==> src/rtl/lsu_pkg.sv <==
// Shared LSU definitions: funct3 encodings, FSM states, error cause codes
// and the request legality/alignment check used at accept time.
package lsu_pkg;

    localparam int unsigned XLEN = 32;
    localparam int unsigned BE_W = XLEN / 8;

    localparam logic [2:0] F3_B  = 3'd0;
    localparam logic [2:0] F3_H  = 3'd1;
    localparam logic [2:0] F3_W  = 3'd2;
    localparam logic [2:0] F3_BU = 3'd4;
    localparam logic [2:0] F3_HU = 3'd5;

    localparam logic [1:0] ERR_NONE     = 2'd0;
    localparam logic [1:0] ERR_MISALIGN = 2'd1;
    localparam logic [1:0] ERR_ILLEGAL  = 2'd2;
    localparam logic [1:0] ERR_BUS      = 2'd3;

    typedef enum logic [1:0] {
        S_IDLE = 2'd0,
        S_REQ  = 2'd1,
        S_WAIT = 2'd2,
        S_DONE = 2'd3
    } lsu_state_t;

    // Illegal encodings win over misalignment.
    function automatic logic [1:0] check_access(
        input logic       ld,
        input logic       st,
        input logic [2:0] f3,
        input logic [1:0] a_lo
    );
        logic illegal;
        logic misalign;
        illegal  = (ld == st)
                || (ld && (f3 == 3'd3 || f3 == 3'd6 || f3 == 3'd7))
                || (st && (f3 >= 3'd3));
        misalign = ((f3[1:0] == 2'd1) && a_lo[0])
                || ((f3[1:0] == 2'd2) && (a_lo != 2'd0));
        if (illegal) begin
            return ERR_ILLEGAL;
        end
        if (misalign) begin
            return ERR_MISALIGN;
        end
        return ERR_NONE;
    endfunction

endpackage

==> src/rtl/lsu_align.sv <==
// Combinational lane logic: store data replication + byte enables, and
// load lane extraction with sign/zero extension.
module lsu_align
    import lsu_pkg::*;
(
    input  logic [2:0]      i_funct3,
    input  logic [1:0]      i_addr_lo,
    input  logic [XLEN-1:0] i_store_data,
    input  logic [XLEN-1:0] i_r_data,
    output logic [BE_W-1:0] o_be_c,
    output logic [XLEN-1:0] o_w_data_c,
    output logic [XLEN-1:0] o_load_data_c
);

    logic [7:0]  w_byte;
    logic [15:0] w_half;
    logic        w_unsigned;

    always_comb begin
        o_be_c     = 4'b1111;
        o_w_data_c = i_store_data;
        case (i_funct3[1:0])
            2'd0: begin
                o_be_c     = 4'b0001 << i_addr_lo;
                o_w_data_c = {4{i_store_data[7:0]}};
            end
            2'd1: begin
                o_be_c     = i_addr_lo[1] ? 4'b1100 : 4'b0011;
                o_w_data_c = {2{i_store_data[15:0]}};
            end
            default: ;
        endcase
    end

    // funct3[2] selects zero extension (LBU/LHU).
    always_comb begin
        w_byte        = i_r_data[{i_addr_lo, 3'b000} +: 8];
        w_half        = i_addr_lo[1] ? i_r_data[31:16] : i_r_data[15:0];
        w_unsigned    = i_funct3[2];
        o_load_data_c = i_r_data;
        case (i_funct3[1:0])
            2'd0: o_load_data_c = w_unsigned ? {24'd0, w_byte}
                                             : {{24{w_byte[7]}}, w_byte};
            2'd1: o_load_data_c = w_unsigned ? {16'd0, w_half}
                                             : {{16{w_half[15]}}, w_half};
            default: ;
        endcase
    end

endmodule

==> config.mk <==
export PLATFORM = sky130hd
export DESIGN_NAME = lsu_align
export DESIGN_NICKNAME = d
export VERILOG_FILES = /design/src/rtl/lsu_pkg.sv /design/src/rtl/lsu_align.sv
export SDC_FILE = /design/constraint.sdc
export NUM_CORES = 1
export LEC_CHECK = 0
export ABC_AREA = 1
export BUFFER_PORTS_ARGS = -buffer_cell sky130_fd_sc_hd__buf_2
export CORE_MARGIN = 2
export CORE_UTILIZATION = 35
export DETAILED_ROUTE_END_ITERATION = 8
export PLACE_DENSITY = 0.95
export SYNTH_ARGS = -nofsm -noshare
export SYNTH_HDL_FRONTEND = slang
export SYNTH_SLANG_ARGS = --single-unit
export TNS_END_PERCENT = 1
==> constraint.sdc <==
create_clock -name vclk -period 1.5
set_input_delay 0.3 -clock vclk [all_inputs]
set_output_delay 0.3 -clock vclk [all_outputs]
set_load 0.02 [all_outputs]
==> run summary <==
=================================================================================
Detailed Place HPWL                                                       4.12 mm
I/O pin total                                                                 137
Dominant cells by area after synthesis                               sky130_fd_sc_hd__nand2_1 38%, sky130_fd_sc_hd__nand3_1 18%, sky130_fd_sc_hd__nand3_2 7.1%
Minimum setup slack in the final design                                 -0.136 ns
Final estimated routing congestion in global placement                      0.933
Die extent in x                                                           60.9 um
Startpoint type of the worst setup path                                input port
Post-DP Area                                                             1850 um2
Number of flip-flops and latches                                                0
Violated checks                                                      setup timing
Clock buf count                                                                 0
List of most frequent post-synthesis cells                           116 x sky130_fd_sc_hd__nand2_1, 40 x sky130_fd_sc_hd__nand3_1, 11 x sky130_fd_sc_hd__o21ai_0, 10 x sky130_fd_sc_hd__inv_1, 9 x sky130_fd_sc_hd__buf_4
Routed Antenna Nets                                                             0
Worst setup timing slack at the placement stage                        -0.0651 ns
Crit path required time                                                   1.20 ns
Total Die Area                                                           3710 um2
Crit path max-delay cell type                                        sky130_fd_sc_hd__nor2_4
Pin count of the biggest net entering global routing                           21
Die Height                                                                60.9 um
Util after Layout                                                           0.789
Cell Pwr Density                                                       424 nW/um2
Shortest period the worst path allows                                     1.64 ns
Post-detailed-route wirelength per cell                                   17.4 um
Ant diodes                                                                      0
Arrival @ worst endpoint                                                  1.34 ns
Initial antenna violation count                                                 0
Layout cells sized above 1                                                  0.593
GRT Residual Overflow                                                           0
IR drop worst, VDD                                                     0.000263 V
Placed Instances                                                              403
Total count of hold-check failures in the final report                          0
Share of the clock period used by the worst path                             1.09
Syn_area_per_cell                                                        4.97 um2
Non-Filler Instances                                                          410
All-layer global routing usage                                              0.304
Synth cell types                                                               17
Worst Hold Margin                                                        0.861 ns
Filler cell count in the final layout                                         217
Min-Delay Path Class                                                 input port to output pin
Post-Synthesis Net Count                                                      297
Sequential-to-total area share from yosys stat                                  0
Via count of the first global-routing pass                                   1847
Run status                                                           complete, but fails checks
RSZ-0062 raised after global routing                                          yes
Net total in the final layout                                                 437
Total non-filler cell area in the finished layout                        2430 um2
Worst slew pin tran                                                      0.296 ns
Syn. warnings                                                                   0
First-pass detailed-route iteration total                                       5
PortBufs                                                                      137
Cells along the critical path                                        buf_12, nor2_4, inv_2, nand2_4, inv_6, nand2_1, nand3_1, buf_2
Total of endpoints with negative setup slack in the final report               33
Global-route wire length before repair                                    8.66 mm
Library cell occupying the most area in the post-synthesis netlist   sky130_fd_sc_hd__nand2_1
Pins over their slew limit                                                      0
Largest fanout on the critical path                                             8
Yosys top cell area share                                                   0.385
DRC violation count after routing                                               0
Power consumption                                                         1.03 mW
Setup TNS after final layout                                             -2.54 ns
Count of hold-fix buffers inserted at cts                                       0
Synth-to-Final Area Change                                                   114%
Total vias in the final route                                                2324
Starting density of the core                                                0.368
Fmax achieved                                                           0.611 GHz
Lkg Pwr                                                                   1.48 nW
Starting DRT DRC Count                                                        240
Area of the core                                                         3080 um2
Maximum capacitance violations                                                  0
Final wirelength                                                          7.13 mm
Num rows                                                                       20
Post-synthesis cell area                                                 1130 um2
Number of instances in the synthesized netlist                                228
Endpoint type of the worst setup path                                  output pin
Type of the setup path with the least slack                          input port to output pin
Worst slew margin                                                           0.803
FF/Latch Area                                                               0 um2
Routed vias/inst                                                             5.67
Leading cell type by number of instances after synthesis             sky130_fd_sc_hd__nand2_1
Stage delay of the slowest cell on the critical path                      0.22 ns
=================================================================================
==> placed cells by master (no fill, tap or decap) <==
cell type,Yosys,layout
sky130_fd_sc_hd__a21oi_1,1,1
sky130_fd_sc_hd__inv_2,3,3
sky130_fd_sc_hd__clkbuf_16,0,2
sky130_fd_sc_hd__buf_4,9,26
sky130_fd_sc_hd__o21ai_0,11,10
sky130_fd_sc_hd__buf_2,5,92
sky130_fd_sc_hd__nor2_4,1,1
sky130_fd_sc_hd__buf_6,4,35
sky130_fd_sc_hd__nand2_4,4,6
sky130_fd_sc_hd__nand3_2,8,25
sky130_fd_sc_hd__nand3_4,1,7
sky130_fd_sc_hd__o21ai_1,0,1
sky130_fd_sc_hd__buf_8,0,1
sky130_fd_sc_hd__nand2_8,0,1
sky130_fd_sc_hd__inv_4,3,1
sky130_fd_sc_hd__nand2_1,116,102
sky130_fd_sc_hd__inv_6,0,3
sky130_fd_sc_hd__nand2_2,1,12
sky130_fd_sc_hd__o211ai_1,8,8
sky130_fd_sc_hd__buf_12,0,2
sky130_fd_sc_hd__nand3_1,40,18
sky130_fd_sc_hd__inv_1,10,9
==> cell families after synthesis <==
family,synth area share
AOI/OAI and AO/OA,0.106
buffers and inverters,0.191
and+or+nand+nor,0.703
==> timing repair <==
| item | CTS | global route |
|---|---|---|
| endpoints found under the hold margin | 0 | 0 |
| buffers inserted | 2 | 1 |
| gates cloned | 1 | 3 |
| endpoints found under the setup margin | 46 | 48 |
| pin swaps | 6 | 7 |
| gates resized for setup | 64 | 73 |
==> worst paths after layout <==
kind,from,end,cells after the start
worst max-delay path,i_funct3[1],o_load_data_c[7],8
worst min-delay path,i_store_data[3],o_w_data_c[3],2
==> routing by layer <==
metal  global-route usage  wire length, um
met1                0.397             2550
met2                0.512             3500
met3               0.0469              656
met4               0.0963              418
met5                    0                0
==> where the power goes <==
group | total (mW) | internal, mW | leakage, nW | switching [mW]
sequential | 0 | 0 | 0 | 0
combinational | 1.03 | 0.436 | 1.48 | 0.592
clock | 0 | 0 | 0 | 0
total | 1.03 | 0.436 | 1.48 | 0.592
==> final cells by class <==
| cell class | instances | area [um2] | area share |
|---|---|---|---|
| inverters | 16 | 77.6 | 0.0320 |
| repair buffers | 158 | 1150 | 0.476 |
| well taps | 44 | 55.1 | 0.0227 |
| multi-input cells | 192 | 1140 | 0.470 |
==> worst max-delay path, delay by kind of cell <==
kind	cells	cell delay, ns
buffers and inverters	4	0.46
AND/OR/NAND/NOR	4	0.58
Power figures use the tool's default switching activity.
